--- src/rtl/countdown_ctrl.sv ---
// countdown_ctrl: MM:SS countdown sequencer that tracks set/run/pause/done, holds the BCD time and drives the blink mask.
module countdown_ctrl #(
    parameter int TICK_DIV  = 50000000,
    parameter int BLINK_DIV = 12500000,
    parameter int PRE_MIN   = 10
) (
    input  logic       clk,
    input  logic       rst,
    input  logic       btn_start,
    input  logic       btn_set,
    input  logic       btn_inc,
    output logic [3:0] min_tens,
    output logic [3:0] min_ones,
    output logic [3:0] sec_tens,
    output logic [3:0] sec_ones,
    output logic [3:0] blank_mask,
    output logic [2:0] state,
    output logic       done
);
    typedef enum logic [2:0] {
        IDLE    = 3'd0,
        SET_MIN = 3'd1,
        SET_SEC = 3'd2,
        RUN     = 3'd3,
        PAUSE   = 3'd4,
        DONE    = 3'd5
    } state_t;

    localparam int TW = $clog2(TICK_DIV);
    localparam int BW = $clog2(BLINK_DIV);
    localparam logic [15:0] PRE = {4'(PRE_MIN / 10), 4'(PRE_MIN % 10), 8'h00};

    state_t        cur, nxt;
    logic [15:0]   tm, tm_n, rl, rl_n;
    logic [TW-1:0] pc;
    logic [BW-1:0] bc;
    logic [2:0]    btn_q, btn_qq, pulse;
    logic [3:0]    mask_n;
    logic          ph, ph_n, pc_clr, tick, p_start, p_set, p_inc;

    function automatic logic [7:0] inc59(input logic [7:0] v);
        return v[3:0] == 4'd9 ? (v[7:4] == 4'd5 ? 8'h00 : {v[7:4] + 4'd1, 4'd0})
                              : {v[7:4], v[3:0] + 4'd1};
    endfunction

    // Per-digit BCD borrow chain; callers never pass 00:00.
    function automatic logic [15:0] dec_time(input logic [15:0] t);
        logic b0, b1, b2;
        b0 = t[3:0] == 4'd0;
        b1 = b0 && t[7:4] == 4'd0;
        b2 = b1 && t[11:8] == 4'd0;
        return {b2 ? t[15:12] - 4'd1 : t[15:12],
                b1 ? (b2 ? 4'd9 : t[11:8] - 4'd1) : t[11:8],
                b0 ? (b1 ? 4'd5 : t[7:4] - 4'd1) : t[7:4],
                b0 ? 4'd9 : t[3:0] - 4'd1};
    endfunction

    assign pulse   = btn_q & ~btn_qq;
    assign p_start = pulse[2];
    assign p_set   = pulse[1];
    assign p_inc   = pulse[0];
    assign tick    = cur == RUN && pc == TW'(TICK_DIV - 1);
    assign ph_n    = ph ^ (bc == BW'(BLINK_DIV - 1));
    assign {min_tens, min_ones, sec_tens, sec_ones} = tm;
    assign state   = cur;

    always_comb begin
        nxt    = cur;
        tm_n   = tm;
        rl_n   = rl;
        pc_clr = 1'b0;
        case (cur)
            IDLE: begin
                if (p_start) begin
                    if (tm != 16'h0000) begin
                        nxt    = RUN;
                        rl_n   = tm;
                        pc_clr = 1'b1;
                    end
                end else if (p_set) nxt = SET_MIN;
            end
            SET_MIN: begin
                if (p_inc) tm_n[15:8] = inc59(tm[15:8]);
                if (p_set) nxt = SET_SEC;
            end
            SET_SEC: begin
                if (p_inc) tm_n[7:0] = inc59(tm[7:0]);
                if (p_set) nxt = IDLE;
            end
            RUN: begin
                if (p_start) nxt = PAUSE;
                if (tick) tm_n = dec_time(tm);
                if (tick && tm == 16'h0001) nxt = DONE;
            end
            PAUSE: nxt = p_start ? RUN : p_set ? IDLE : PAUSE;
            DONE: begin
                if (p_start || p_set) begin
                    tm_n = rl;
                    nxt  = IDLE;
                end
            end
            default: nxt = IDLE;
        endcase
    end

    always_comb
        mask_n = nxt == SET_MIN ? {ph_n, ph_n, 2'b00} :
                 nxt == SET_SEC ? {2'b00, ph_n, ph_n} :
                 nxt == DONE    ? {4{ph_n}} : 4'b0000;

    always_ff @(posedge clk) begin
        if (!rst) begin
            cur        <= IDLE;
            tm         <= PRE;
            rl         <= PRE;
            pc         <= '0;
            bc         <= '0;
            ph         <= 1'b0;
            btn_q      <= '0;
            btn_qq     <= '0;
            blank_mask <= '0;
            done       <= 1'b0;
        end else begin
            cur        <= nxt;
            tm         <= tm_n;
            rl         <= rl_n;
            pc         <= pc_clr ? '0 : cur == RUN ? (tick ? '0 : pc + TW'(1)) : pc;
            bc         <= bc == BW'(BLINK_DIV - 1) ? '0 : bc + BW'(1);
            ph         <= ph_n;
            btn_q      <= {btn_start, btn_set, btn_inc};
            btn_qq     <= btn_q;
            blank_mask <= mask_n;
            done       <= nxt == DONE;
        end
    end
endmodule

--- config.mk ---
export PLATFORM = sky130hd
export DESIGN_NAME = countdown_ctrl
export DESIGN_NICKNAME = d
export VERILOG_FILES = /design/src/rtl/countdown_ctrl.sv
export SDC_FILE = /design/constraint.sdc
export NUM_CORES = 1
export LEC_CHECK = 0
export ABC_CLOCK_PERIOD_IN_PS = 3100
export CAP_MARGIN = 10
export CORE_MARGIN = 4
export CORE_UTILIZATION = 25
export DETAILED_ROUTE_END_ITERATION = 16
export HOLD_SLACK_MARGIN = 0.05
export PLACE_DENSITY_LB_ADDON = 0.2
export SLEW_MARGIN = 0
export SYNTH_ARGS = -nofsm -noshare
export SYNTH_HDL_FRONTEND = slang
export SYNTH_SLANG_ARGS = --single-unit
export TNS_END_PERCENT = 100
--- constraint.sdc ---
create_clock -name clk -period 3.1 [get_ports clk]
set_input_delay 0.62 -clock clk [delete_from_list [all_inputs] [get_ports clk]]
set_output_delay 0.62 -clock clk [all_outputs]
set_load 0.01 [all_outputs]
==> results by group <==
Status
  • Status: complete, no violations

Synthesis
  • Largest area contributor in the netlist: dfxtp_1
  • Synth Flop Type: dfxtp_1
  • Sequential fraction of the synthesis area: 37.1%
  • Post-synth ARST share: 0%
  • Number of synthesized flops with an enable pin: 0
  • #FFs+latches synth: 95
  • Post-Synthesis Cells: 613
  • Syn_area_per_cell: 8.37 µm²
  • Warnings from Yosys: 0
  • Unique masters post-synth: 74
  • Synth top area cells: dfxtp_1 37%, nor2_1 5.9%, xnor2_1 4.8%
  • Syn Std Cell Area: 5130 µm²
  • Top cells by count, synth: 95 x dfxtp_1, 81 x nor2_1, 46 x nand2_1
  • Synth top area share: 37.1%
  • Syn Nets: 633
  • Top-count cell post-synth: dfxtp_1

STA
  • Final setup fails: 0
  • Worst-Margin Slew: 1.01 ns
  • Final setup TNS: 0 ns
  • Slew Viols, Final: 0
  • Hold Slack: 0.436 ns
  • Fin crit period: 2.52 ns
  • Final period util: 81.1%
  • Final Worst Setup Slack: 0.585 ns
  • Worst Skew: 0.0103 ns
  • RSZ-0062 raised after global routing: no
  • Hold Vio Cnt, Final: 0
  • Relative slew margins: 31.5%
  • Fmax: 398 MHz

Floorplanning
  • IO Count: 29
  • Row count: 52
  • DIE AREA: 22,900 µm²
  • Die H: 151 µm
  • Starting Density: 25.4%
  • Die X: 151 µm
  • Core box area: 20,200 µm²

Pwr
  • Sequential share of power: 49.2%
  • Power density over the cells: 437 nW/µm²
  • Peak VDD IR: 210 µV
  • Net Sw Frac: 26.3%
  • Power Total: 2.61 mW
  • Gate power share: 9.7%
  • Internal power: 1.92 mW
  • Leakage: 2.07 nW
  • Clk network pwr share: 41.2%
  • Sw power: 0.687 mW

GRT
  • Total grt overflow: 0
  • All-Layer GR Usage: 12.2%
  • Largest net degree at the start of global routing: 25
  • Met3 Usage GRT: 2.72%
  • M1 GR Usage: 16.3%
  • Vias in the first global route: 4,194
  • GR peak layer: met2
  • Met2 Use GR: 19.1%
  • First-pass GRT wire length: 22.3 mm
  • Antenna violations before repair: 0

Worst setup path
  • Slowest-stage cell, CP: or4_4
  • Critical path launch point type: flip-flop
  • Worst setup path start: tm[4]
  • Crit end category: flip-flop
  • Critical path arrival: 2.76 ns
  • Max Fanout on Critical Path: 10
  • Critical path's largest stage delay: 0.61 ns
  • Crit path cell chain: inv_1, ha_1, nor3b_2, nand2_2, or4_4, a21o_1, mux2_4
  • Req. time, crit path: 3.34 ns
  • Setup Crit Path Kind: flip-flop to flip-flop
  • Reg-to-reg startpoint: tm[4]

Min path
  • Hold Crit Start: bc[0]
  • Tightest Hold Check Type: flip-flop to flip-flop

Placement
  • Cell Area, Placed: 5680 µm²
  • IO buf count: 28
  • Worst slack, placed: 0.591 ns
  • GPL Wtd Cong: 0.786
  • DP HPWL: 9.68 mm
  • Placed insts: 884

Drt
  • Via/cell ratio: 4.91
  • Initial DRC Count: 340
  • Routed wire per std cell: 14.9 µm
  • Drt drc: 0
  • Detailed Routing Iterations Pass 1: 4
  • Post-DRT Antenna Nets: 0
  • Via count: 4,418
  • Total wire length: 13.4 mm

Clock tree
  • Setup Fix Bufs, Post-CTS: 0
  • Sink Count: 95
  • CTS tree: yes
  • Clock buffer depth: 2
  • Hold-fix buffers at CTS: 0
  • CTS resizes: 0
  • Clock Root Buffer: clkbuf_16
  • CTS clock-pin slew for the worst setup and hold paths: 0.07 ns
  • Worst-Skew Late Latency: 0.35 ns
  • CTS H-tree lvls: 3
  • Number of CTS-inserted buffers: 9

Layout
  • Post-layout util: 29.5%
  • N_diodes: 0
  • Post-route insts no fill: 900
  • Final instance area: 5960 µm²
  • Final net count: 645
  • Share of cells above drive strength 1: 6.35%
  • Layout area overhead: 16.3%

Run
  • Max_cap viols: 0
## registers in the layout, indices dropped and copies added, names as in the netlist
register    flops
pc             26
done            1
btn_q           3
bc             24
blank_mask      2
btn_qq          3
state           3
tm             16
ph              1
rl             16
## worst paths after layout
check / endpoint / slack (ns) / cells after the start
worst min register to register: bc[0] / 0.44 / 1
worst min-delay path: bc[0] / 0.44 / 1
worst max-delay path: tm[12] / 0.58 / 7
worst max register to register: tm[12] / 0.58 / 7
## kinds of logic after synthesis
group,share of synthesized area (%)
xor gates and xnor gates,8.54
muxes,3.63
AOI/OAI and AO/OA,14.1
and+or+nand+nor,28.5
DFF,37.1
buffers and inverters,4.51
adders and majority gates,3.66
## power by group through the flow
stage / Clock [mW] / Sequential [mW] / Combinational, mW
6_report: 1.07 / 1.28 / 0.252
4_1_cts: 1.12 / 1.28 / 0.253
3_3_place_gp: 0 / 1.31 / 0.253
5_1_grt: 1.16 / 1.29 / 0.280
2_1_floorplan: 0 / 1.29 / 0.178
3_5_place_dp: 0 / 1.31 / 0.251
## cells in the final DEF, fill, tap and decap left out, drive strengths merged, types with 4 or more instances in the layout
| master | netlist | layout |
|---|---|---|
| nand4 | 16 | 16 |
| a31oi | 5 | 5 |
| nor4 | 15 | 15 |
| o31ai | 5 | 5 |
| buf | 8 | 12 |
| nand2b | 4 | 4 |
| nor3b | 4 | 4 |
| a21o | 5 | 5 |
| nor3 | 22 | 22 |
| nand2 | 47 | 47 |
| and3b | 5 | 5 |
| a21oi | 19 | 19 |
| nor2b | 6 | 6 |
| and2 | 15 | 15 |
| inv | 19 | 21 |
| o211ai | 5 | 5 |
| ha | 15 | 15 |
| or3 | 5 | 5 |
| and4 | 4 | 4 |
| nand3b | 4 | 4 |
| xnor2 | 28 | 28 |
| a221oi | 4 | 4 |
| a211oi | 10 | 10 |
| nand3 | 21 | 21 |
| xor2 | 22 | 22 |
| nor2 | 81 | 81 |
| and3 | 9 | 9 |
| dfxtp | 95 | 95 |
| nor4b | 5 | 5 |
| o21ai | 14 | 14 |
| or2 | 4 | 4 |
| mux2i | 16 | 16 |
| clkdlybuf4s50 | 0 | 28 |
| clkbuf | 31 | 11 |
## metal layers
metal,part of all wire (%),wire length (µm)
met5,0,0
met4,2.0,275
met3,4.4,588
met2,46,6160
met1,48,6420
## critical path: cells and delay by family (launching register included)
kind	cells	cell delay (ns)
compound gates	1	0.26
fa+ha+maj	1	0.15
buf+inv	1	0.15
flops	1	0.42
mux	1	0.31
simple gates	3	1.13
## final cells by class
class / instances / area [µm²]
clock inverters: 5 / 40.0
repair buffers: 40 / 370
multi-input cells: 460 / 3000
fillers: 2117 / 14300
clock buffers: 11 / 243
flip-flops and latches: 95 / 1900
inverters: 19 / 71.3
well taps: 270 / 338
Note: power is estimated with default switching activity, not from simulation.
